File: config.mk
export PLATFORM = sky130hd
export DESIGN_NAME = gerador_passos
export DESIGN_NICKNAME = d
export VERILOG_FILES = /design/src/rtl/gerador_passos.sv
export SDC_FILE = /design/constraint.sdc
export NUM_CORES = 1
export LEC_CHECK = 0
export CAP_MARGIN = 0
export CELL_PAD_IN_SITES_DETAIL_PLACEMENT = 1
export CELL_PAD_IN_SITES_GLOBAL_PLACEMENT = 2
export CORE_UTILIZATION = 30
export DETAILED_ROUTE_END_ITERATION = 16
export DONT_BUFFER_PORTS = 1
export PLACE_DENSITY_LB_ADDON = 0.1
export SLEW_MARGIN = 20
export SYNTH_ARGS = -nofsm -noshare
export SYNTH_HDL_FRONTEND = slang
export SYNTH_SLANG_ARGS = --single-unit
File: constraint.sdc
create_clock -name clock -period 2 [get_ports clock]
set_input_delay 0.4 -clock clock [delete_from_list [all_inputs] [get_ports clock]]
set_output_delay 0.4 -clock clock [all_outputs]
set_load 0.02 [all_outputs]
File: src/rtl/gerador_passos.sv
// gerador_passos
// Turns raw operator buttons into clean single-cycle step pulses (vai/vem)
// and a centring load request (set_pos/D) for contador_vai_vem.
// Each button is synchronised, a direction is debounced, and the first step
// is followed by hold-to-repeat auto-stepping.
// Pulses are masked at the counter end-stops. The PASSO cycle itself still
// happens, so the repeat timing keeps running.
//
// Ports
//   clock         system clock, rising edge
//   zera_s        synchronous active-high reset
//   botao_vai     raw button, step up
//   botao_vem     raw button, step down
//   botao_centro  raw button, jump to CENTRO
//   enable_mov    permits stepping; low forces idle
//   fim           counter at maximum
//   pos           counter position (0 = minimum)
//   vai / vem     one-cycle step pulses
//   set_pos       one-cycle load pulse
//   D             load value (constant CENTRO)
//   repetindo     high while auto-repeating
//
// state      | meaning
// -----------+-----------------------------------------------------------
// S_OCIOSO   | idle, waiting for a direction or the centre button
// S_DEBOUNCE | direction must stay stable for DEBOUNCE cycles
// S_PASSO    | one-cycle step emission
// S_ESPERA   | holding; counting to the next repeat step
// S_CENTRO   | one-cycle load of CENTRO into the counter
// S_SOLTA    | waits until every button is released

module gerador_passos #(
    parameter int N           = 7,
    parameter int CENTRO      = 49,
    parameter int DEBOUNCE    = 1000000,
    parameter int ATRASO_REP  = 25000000,
    parameter int PERIODO_REP = 5000000,
    parameter int CW          = 25
) (
    input  logic         clock,
    input  logic         zera_s,
    input  logic         botao_vai,
    input  logic         botao_vem,
    input  logic         botao_centro,
    input  logic         enable_mov,
    input  logic         fim,
    input  logic [N-1:0] pos,
    output logic         vai,
    output logic         vem,
    output logic         set_pos,
    output logic [N-1:0] D,
    output logic         repetindo
);

    typedef enum logic [2:0] {
        S_OCIOSO,
        S_DEBOUNCE,
        S_PASSO,
        S_ESPERA,
        S_CENTRO,
        S_SOLTA
    } estado_t;

    typedef enum logic [1:0] {
        D_NENHUM,
        D_VAI,
        D_VEM
    } dir_t;

    localparam logic [CW-1:0] LIM_DEB = CW'(DEBOUNCE - 1);
    localparam logic [CW-1:0] LIM_ATR = CW'(ATRASO_REP - 1);
    localparam logic [CW-1:0] LIM_PER = CW'(PERIODO_REP - 1);

    logic          r_vai_m, r_vai_s;
    logic          r_vem_m, r_vem_s;
    logic          r_centro_m, r_centro_s;
    estado_t       r_estado, w_prox_estado;
    dir_t          r_dir, w_prox_dir;
    logic [CW-1:0] r_cnt, w_prox_cnt;
    logic          r_rep, w_prox_rep;
    dir_t          w_req;
    logic          w_mantem;

    always_ff @(posedge clock) begin
        if (zera_s) begin
            r_vai_m    <= 1'b0;
            r_vai_s    <= 1'b0;
            r_vem_m    <= 1'b0;
            r_vem_s    <= 1'b0;
            r_centro_m <= 1'b0;
            r_centro_s <= 1'b0;
            r_estado   <= S_OCIOSO;
            r_dir      <= D_NENHUM;
            r_cnt      <= '0;
            r_rep      <= 1'b0;
        end else begin
            r_vai_m    <= botao_vai;
            r_vai_s    <= r_vai_m;
            r_vem_m    <= botao_vem;
            r_vem_s    <= r_vem_m;
            r_centro_m <= botao_centro;
            r_centro_s <= r_centro_m;
            r_estado   <= w_prox_estado;
            r_dir      <= w_prox_dir;
            r_cnt      <= w_prox_cnt;
            r_rep      <= w_prox_rep;
        end
    end

    always_comb begin
        w_req         = D_NENHUM;
        w_prox_estado = r_estado;
        w_prox_dir    = r_dir;
        w_prox_cnt    = r_cnt;
        w_prox_rep    = r_rep;

        // Both directions pressed together deliberately count as no request.
        if (r_vai_s && !r_vem_s)
            w_req = D_VAI;
        else if (r_vem_s && !r_vai_s)
            w_req = D_VEM;

        w_mantem = (w_req == r_dir) && enable_mov;

        case (r_estado)
            S_OCIOSO: begin
                w_prox_rep = 1'b0;
                if (r_centro_s) begin
                    w_prox_estado = S_CENTRO;
                end else if (enable_mov && (w_req != D_NENHUM)) begin
                    w_prox_dir    = w_req;
                    w_prox_cnt    = '0;
                    w_prox_estado = S_DEBOUNCE;
                end
            end
            S_DEBOUNCE: begin
                if (!w_mantem)
                    w_prox_estado = S_OCIOSO;
                else if (r_cnt == LIM_DEB)
                    w_prox_estado = S_PASSO;
                else
                    w_prox_cnt = r_cnt + CW'(1);
            end
            S_PASSO: begin
                w_prox_cnt = '0;
                if (w_mantem) begin
                    w_prox_estado = S_ESPERA;
                end else begin
                    w_prox_estado = S_OCIOSO;
                    w_prox_rep    = 1'b0;
                end
            end
            S_ESPERA: begin
                if (!w_mantem) begin
                    w_prox_estado = S_OCIOSO;
                    w_prox_rep    = 1'b0;
                end else if (r_cnt == (r_rep ? LIM_PER : LIM_ATR)) begin
                    w_prox_estado = S_PASSO;
                    w_prox_rep    = 1'b1;
                end else begin
                    w_prox_cnt = r_cnt + CW'(1);
                end
            end
            S_CENTRO: begin
                w_prox_estado = S_SOLTA;
            end
            S_SOLTA: begin
                // A button held through the centring must be released before
                // anything else can be started.
                if (!r_vai_s && !r_vem_s && !r_centro_s)
                    w_prox_estado = S_OCIOSO;
            end
            default: begin
                w_prox_estado = S_OCIOSO;
            end
        endcase
    end

    assign vai       = (r_estado == S_PASSO) && (r_dir == D_VAI) && !fim;
    assign vem       = (r_estado == S_PASSO) && (r_dir == D_VEM) && (pos != '0);
    assign set_pos   = (r_estado == S_CENTRO);
    assign D         = N'(CENTRO);
    assign repetindo = r_rep;

endmodule

==> metrics.yaml, run 1 <==
synth_seq_area_share_pct: 33.2
final-hold-violation-count: 0
clockRootBuffer: "clkbuf_8"
postSynth.asyncResetShare_pct: 0
ys_ff_latch: 37
drive_gt1_share_pct: 30.4
fin_worst_skew_ns: 0.0141
dr_total_vias: 2193
peakVddDrop_uv: 233
largest_reg_flops: 25
synth.top_cells.by_count: "37 x dfxtp_1, 28 x a21oi_1, 27 x nor2_1"
drtIter0Drc: 78
place.gp.congestion: 0.813
drc: 0
yosysUniqueCellTypes: 59
path_class: "flip-flop to flip-flop"
synth_warnings: 0
cp-start-kind: "flip-flop"
critPathTopFamily: "compound AO/OA/AOI/OAI gates"
cts_tree: "yes"
cts_buffers: 5
top_register: "r_cnt"
hpwlAfterDp_um: 5050
drtAntennaViolNets: 0
clockBufferDepth: 2
status: "completed"
tns_ns: 0
yosysMostFrequentCell: "dfxtp_1"
dp_cells: 402
fp.dieW_um: 88.2
cp_data_arrival_time_ns: 2.18
drv_slew: 0
numPortBuffers: 0
synthFlopType: "dfxtp_1"
critPathMaxStageDelay_ns: 0.37
grt_pass1_vias: 2250
n_antenna_cell: 0
grt_setup_unrepaired: "true"
cts_num_sinks: 37
fin_util_pct: 39.5
viasPerCell: 5.25
fmax_mhz: 503
finalWorstSetupSlack_ns: 0.0130
grt_pass1_wl_um: 11800
totalWireLength_um: 7280
worstPathCellList: "inv_2 -> ha_4 -> xnor2_2 -> and4_1 -> buf_6 -> buf_6 -> nand2_1 -> a31oi_1 -> nor2_1 -> a221oi_1"
cp_max_fo: 5
p_leak_nw: 0.981
die_area_um2: 7780
syn_inst: 282
cp_num_buf_inv: 3
min_period_ns: 1.99
htree_levels: 2
first_pass_iters: 4
overflow: 0
crit_path_end_kind: "flip-flop"
syn_area_um2: 2230
synth_top_area_share_pct: 33.2
critPathSlowestCell: "dfxtp_2"
grtUsageTotal_pct: 20.1
synth_edf_count: 0
antenna_found_initial: 0
syn-mean-instance-area_um2: 7.90
clock_latency_ns: 0.30
reg_top3: "r_cnt x25, r_estado x3, r_dir x2"
wire_per_inst_um: 17.4
start_util_pct: 30.9
grt_max_degree: 39
pre_cts_ws_ns: -0.197
area_delta_synth_final_pct: 27.8
powerDensity_nw_per_um2: 592
synth.largest_area_cell: "dfxtp_1"
hold_class: "input pin to flip-flop"
core_area_um2: 7210
maxCapViolations: 0
period_share_pct: 99.4
fin_cells: 418
ys_top_cells_by_area: "dfxtp_1 33%, a21oi_1 6.3%, nor2_1 4.5%, o21ai_0 3.4%, nand2_1 3.2%"
fp-row-count: 31
die_h_um: 88.2
ioPinCount: 25
timing.hold.ws_ns: 0.159
fin_nets: 336
setup_viol: 0
path_clk_slew_ns: 0.09
worst_ep_required_time_ns: 2.19
crit_path_frequent_cell: "buf_6"
where the power goes:
group	internal, W	leakage (nW)	switching [W]	total, W
logic	0.000145	0.634	0.000205	0.000350
clock network	0.000252	0.0447	0.000324	0.000576
registers	0.000747	0.302	0.0000128	0.000760
total	0.00114	0.981	0.000542	0.00169
per-layer routing:
metal	part of all wire (%)	track usage (%)	vias to the layer above	routed length, µm
li1	-	-	1093	-
met1	50	27.7	1070	3670
met2	46	33.1	23	3380
met3	2.3	3.11	7	164
met4	0.80	4.11	0	58
met5	0	0	-	0
per-stage QoR:
stage,power (W),area [µm²]
CTS,0.00169,2700
finish,0.00169,2850
global route,0.00178,2850
global placement,0.00109,2560
floorplan,0.000990,2250
detailed placement,0.00109,2560
repair_timing:
action                     in CTS  in global routing
setup endpoints to repair      25                 29
resized for setup              12                 24
pin swaps                       5                 15
buffers inserted                2                  5
gates cloned                    0                  1
hold endpoints to repair        0                  0
hold buffers                    0                  0
placed cells by master (no fill, tap or decap), types with 4 or more instances in the layout:
cell and count:
nor2b_1 8, nor2_1 25, a31oi_1 5, nor3_1 11
nand2b_1 5, a21o_2 4, nand4_1 5, inv_1 4
nand3_1 9, o21ai_0 15, dfxtp_1 33, nor4_1 5
nand2_1 19, conb_1 7, nand3b_1 5, a21oi_1 27
clkbuf_8 5, buf_4 44
kinds of logic (layout without fill, tap and decap cells):
logic type	Yosys count	in the layout	share of synthesized area [%]
AOI/OAI and AO/OA	75	76	22.4
xor gates and xnor gates	3	3	1.18
adders and majority gates	4	4	2.25
buffers and inverters	30	61	6.68
DFF	37	37	33.2
muxes	2	2	0.898
other	2	7	0.337
and+or+nand+nor	129	129	33.0
worst paths after layout:
check	start	to	slack, ns	depth (start not counted)
worst max-delay path	r_vem_s	r_estado[0]	0.01	10
worst min-delay path	zera_s	r_dir[0]	0.16	1
worst max register to register	r_vem_s	r_estado[0]	0.01	10
worst min register to register	r_vai_m	r_vai_s	0.45	1
layout make-up:
class / count / area (µm²)
clock buffers: 5 / 68.8
clock inverters: 3 / 25.0
fillers: 900 / 4370
inverters: 6 / 22.5
multi-input cells: 221 / 1480
flip-flops and latches: 37 / 753
well taps: 99 / 124
repair buffers: 47 / 373
Note: power is estimated with default switching activity, not from simulation.
==> inputs of run 2 (changes only) <==
Settings changed: CORE_ASPECT_RATIO set to 0.8, CTS_BUF_LIST set to sky130_fd_sc_hd__clkbuf_16.
==> run 2 against run 1 <==
Effect of this change: first-iteration DRC count up 49%; critical path depth down 4; total power up 28%; utilization up 2.2 points; critical path type unchanged; critical endpoint is now r_cnt[0]; highest routed layer unchanged; die area about the same; combinational power about the same; global-route usage down 0.89 points; count of clock-buffer cells in the layout unchanged; routed wire length up 3.1%; non-clock buffer count up 2; design area up 2.8%.
==> metrics.yaml, run 2 (synthesis gave the netlist of run 1 again) <==
p_leak_nw: 1.03
numPortBuffers: 0
clockRootBuffer: "clkbuf_16"
area_delta_synth_final_pct: 31.4
fin_nets: 339
die_area_um2: 7780
drive_gt1_share_pct: 31.1
internal_power_w: 0.00160
pre_cts_ws_ns: -0.0841
cts_num_sinks: 37
final_common_cell: "buf_4"
combinationalPowerShare_pct: 16.2
final-hold-violation-count: 0
fp.dieW_um: 98.4
cp_data_arrival_time_ns: 2.11
final_cell_mix: "48 x buf_4, 31 x dfxtp_1, 27 x nor2_1, 27 x a21oi_1, 19 x nand2_1"
drv_slew: 0
htree_levels: 2
drc: 0
path_class: "flip-flop to flip-flop"
die_h_um: 79.1
grt_setup_unrepaired: "true"
worst_ep_required_time_ns: 2.21
peakVddDrop_uv: 277
seqPwrFrac_pct: 35.3
clockBufferDepth: 2
cp-start-kind: "flip-flop"
setup_viol: 0
drtIter0Drc: 116
fin_cells: 409
worstPathCellList: "nand2_2 -> or4b_4 -> a21oi_4 -> a41oi_4 -> o211a_1 -> nor3_2"
grt_max_degree: 39
grt_pass1_wl_um: 11400
path_clk_slew_ns: 0.06
antenna_found_initial: 0
largest_reg_flops: 25
fmax_mhz: 526
fin_worst_skew_ns: 0.00651
timing.hold.ws_ns: 0.176
cp_max_fo: 5
wire_per_inst_um: 18.3
dp_cells: 393
dr_total_vias: 2209
grtUsageTotal_pct: 19.2
clock_latency_ns: 0.29
cts_buffers: 5
fp-row-count: 27
maxCapViolations: 0
period_share_pct: 95.0
fillers: 844
place.gp.congestion: 0.796
cts_tree: "yes"
n_antenna_cell: 0
hpwlAfterDp_um: 5080
overflow: 0
powerDensity_nw_per_um2: 738
ioPinCount: 25
top_register: "r_cnt"
reg_top3: "r_cnt x25, r_estado x3, r_dir x2"
critPathTopFamily: "simple AND/OR/NAND/NOR gates"
drtAntennaViolNets: 0
start_util_pct: 31.7
hold_class: "input pin to flip-flop"
clkPwrFrac_pct: 48.5
crit_path_end_kind: "flip-flop"
cp_num_buf_inv: 0
critPathSlowestCell: "or4b_4"
status: "completed"
power_switching_w: 0.000556
min_period_ns: 1.90
totalWireLength_um: 7500
fin_util_pct: 41.7
first_pass_iters: 6
cts-hold-fix-buffers: 0
core_area_um2: 7030
swShare_pct: 25.7
viasPerCell: 5.40
finalWorstSetupSlack_ns: 0.0994
grt_pass1_vias: 2036
critPathMaxStageDelay_ns: 0.53
run 2: changes by cell type in the layout (fill, tap and decap cells not counted), moves of 3 or more:
cell	change
clkbuf_16	+5
clkbuf_8	-5
buf_4	+4
o21ai_0	-4
o21ai_1	+4
dfxtp_2	+3
run 2: what timing repair did:
item	CTS	global route
resized for setup	8	30
pin swaps	1	12
buffers inserted	1	5
gates cloned	0	2
hold endpoints to repair	0	0
endpoints found under the setup margin	16	21
run 2: metal layers:
metal  GRT usage [%]  up-vias  share of wire [%]
met2            28.0       35                 42
met3            3.96        9                3.2
li1                -     1098                  -
met5               0        -                  0
met4            4.78        0                1.4
met1            28.4     1067                 53
run 2: stage by stage:
step           power (W)  TNS (ns)  cell area, µm²
2_1_floorplan   0.000990         0            2250
3_3_place_gp     0.00108   -0.0953            2550
3_5_place_dp     0.00108    -0.407            2550
4_1_cts          0.00215         0            2790
5_1_grt          0.00225   -0.0491            2930
6_report         0.00216         0            2930
run 2: final cells by class:
| type | count | area (µm²) | area share [%] |
|---|---|---|---|
| inverters | 6 | 22.5 | 0.769 |
| well taps | 87 | 109 | 3.72 |
| clock buffers | 5 | 125 | 4.27 |
| flip-flops and latches | 37 | 753 | 25.7 |
| repair buffers | 49 | 375 | 12.8 |
| multi-input cells | 222 | 1480 | 50.5 |
| clock inverters | 3 | 65.1 | 2.22 |
run 2: path summary, 6_finish.rpt:
kind | start | to | slack [ns] | depth (start not counted)
max reg2reg | r_cnt[8] | r_cnt[0] | 0.1 | 6
max | r_cnt[8] | r_cnt[0] | 0.1 | 6
min | zera_s | r_estado[1] | 0.18 | 1
min reg2reg | r_vem_m | r_vem_s | 0.44 | 1
run 2: power by group through the flow:
| stage | registers (W) | logic [W] | clock network [W] |
|---|---|---|---|
| final | 0.000763 | 0.000349 | 0.00105 |
| after detailed placement | 0.000779 | 0.000304 | 0 |
| after global routing | 0.000764 | 0.000383 | 0.00111 |
| after floorplan | 0.000774 | 0.000215 | 0 |
| after global placement | 0.000778 | 0.000305 | 0 |
| after CTS | 0.000762 | 0.000317 | 0.00107 |
run 2: worst reg2reg max path: stages, from the launching register on:
cell	delay [ns]
dfxtp_4	0.38
nand2_2	0.07
or4b_4	0.53
a21oi_4	0.21
a41oi_4	0.20
o211a_1	0.28
nor3_2	0.17
==> inputs of run 3 (changes only) <==
Settings changed: BUFFER_PORTS_ARGS set to -buffer_cell sky130_fd_sc_hd__buf_2, DONT_BUFFER_PORTS 1 to not set.
==> run 3 against run 2 <==
Effect of this change: routed wire length decreased by 2.3%; critical path depth stayed put; die area is the same; non-clock buffer count increased by 7; sequential power is essentially flat; count of clock-buffer cells in the layout is the same; total power fell by 9.7%; sequential cell count unchanged; utilization fell by 0.62 points; combinational power rose by 4%; clock skew down 0.0023 ns.
==> metrics.yaml, run 3 (synthesis gave the netlist of run 1 again) <==
critPathMaxStageDelay_ns: 0.53
status: "completed"
grtUsageTotal_pct: 18.8
cp_data_arrival_time_ns: 2.18
ioPinCount: 25
path_clk_slew_ns: 0.06
path_class: "flip-flop to flip-flop"
maxCapViolations: 0
critPathSlowestCell: "or4b_4"
min_period_ns: 1.96
drc: 0
cts_buffers: 5
antenna_found_initial: 0
fin_worst_skew_ns: 0.00426
period_share_pct: 97.9
cp_max_fo: 5
fin_area_um2: 2880
largest_reg_flops: 25
wire_per_inst_um: 17.7
internal_power_w: 0.00136
area_delta_synth_final_pct: 29.4
worstPathCellList: "nand2_2 -> or4b_4 -> a21oi_4 -> a41oi_2 -> o211a_1 -> nor3_2"
cts_tree: "yes"
swShare_pct: 30.2
tns_ns: 0
core_area_um2: 7030
die_h_um: 79.1
numPortBuffers: 17
n_antenna_cell: 0
drtIter0Drc: 91
top_register: "r_cnt"
die_area_um2: 7780
overflow: 0
drive_gt1_share_pct: 33.2
setup_viol: 0
seqPwrFrac_pct: 38.9
clkPwrFrac_pct: 42.5
peakVddDrop_uv: 323
crit_path_end_kind: "flip-flop"
pre_cts_ws_ns: -0.281
worst_ep_required_time_ns: 2.22
fp.dieW_um: 98.4
fp-row-count: 27
fin_util_pct: 41.0
clockBufferDepth: 2
combinationalPowerShare_pct: 18.6
critPathTopFamily: "simple AND/OR/NAND/NOR gates"
fin_nets: 345
placed_cell_area_um2: 2600
dr_total_vias: 2189
final_common_cell: "buf_4"
powerDensity_nw_per_um2: 677
place.gp.congestion: 0.788
totalWireLength_um: 7330
viasPerCell: 5.27
fmax_mhz: 511
cp-start-kind: "flip-flop"
htree_levels: 2
first_pass_iters: 6
start_util_pct: 31.7
reg_top3: "r_cnt x25, r_estado x3, r_dir x2"
power_switching_w: 0.000590
final_cell_mix: "39 x buf_4, 33 x dfxtp_1, 27 x a21oi_1, 25 x nor2_1, 19 x nand2_1"
final-hold-violation-count: 0
hold_class: "input pin to flip-flop"
clock_latency_ns: 0.29
cp_num_buf_inv: 0
drv_slew: 0
grt_max_degree: 38
timing.hold.ws_ns: 0.320
fillers: 868
finalWorstSetupSlack_ns: 0.0429
cts-hold-fix-buffers: 0
drtAntennaViolNets: 0
grt_pass1_vias: 2166
hpwlAfterDp_um: 5020
clockRootBuffer: "clkbuf_16"
p_leak_nw: 1.03
cts_num_sinks: 37
grt_pass1_wl_um: 11300
## run 3: cell count changes in the layout (fill, tap and decap cells not counted), sizes merged
cell | previous run | this run
buf | 49 | 56
bufinv | 2 | 0
inv | 6 | 8
clkinv | 1 | 0
clkinvlp | 0 | 1
or2 | 6 | 5
## run 3: power by group through the flow
stage	logic, W	registers, W	clock network (W)
after detailed placement	0.000324	0.000776	0
final	0.000363	0.000760	0.000829
after global placement	0.000326	0.000776	0
after global routing	0.000402	0.000761	0.000874
after floorplan	0.000215	0.000774	0
after CTS	0.000339	0.000760	0.000850
## run 3: final cells by class
cell class	instances	area [µm²]	share of cell area, %
multi-input cells	221	1480	51.3
clock inverters	3	25.0	0.868
flip-flops and latches	37	746	25.9
repair buffers	56	378	13.1
inverters	6	22.5	0.781
clock buffers	5	125	4.34
well taps	87	109	3.77
## run 3: what timing repair did
action,4_1_cts,5_1_grt
setup buffers,0,1
endpoints found under the setup margin,17,23
cloned,0,1
pin swaps,2,5
resized for setup,13,21
hold endpoints to repair,0,0
## run 3: worst paths after layout
path              startpoint       end  slack [ns]  cells after the start
setup / recovery    r_cnt[9]  r_cnt[0]        0.04                      6
hold / removal     botao_vem   r_vem_m        0.32                      2
setup reg to reg    r_cnt[9]  r_cnt[0]        0.04                      6
hold reg to reg      r_vai_m   r_vai_s        0.44                      1
## run 3: routing by layer
metal  GRT usage, %  vias to the layer above  wire, µm
li1               -                     1110         -
met1           27.5                     1051      3970
met2           28.7                       23      3070
met3           3.17                        5       245
met4           4.48                        0        48
met5              0                        -         0
## run 3: stage by stage
step	total power, W	instances
after floorplan	0.000990	287
after global placement	0.00110	405
after detailed placement	0.00110	405
after CTS	0.00195	413
after global routing	0.00204	415
final	0.00195	415
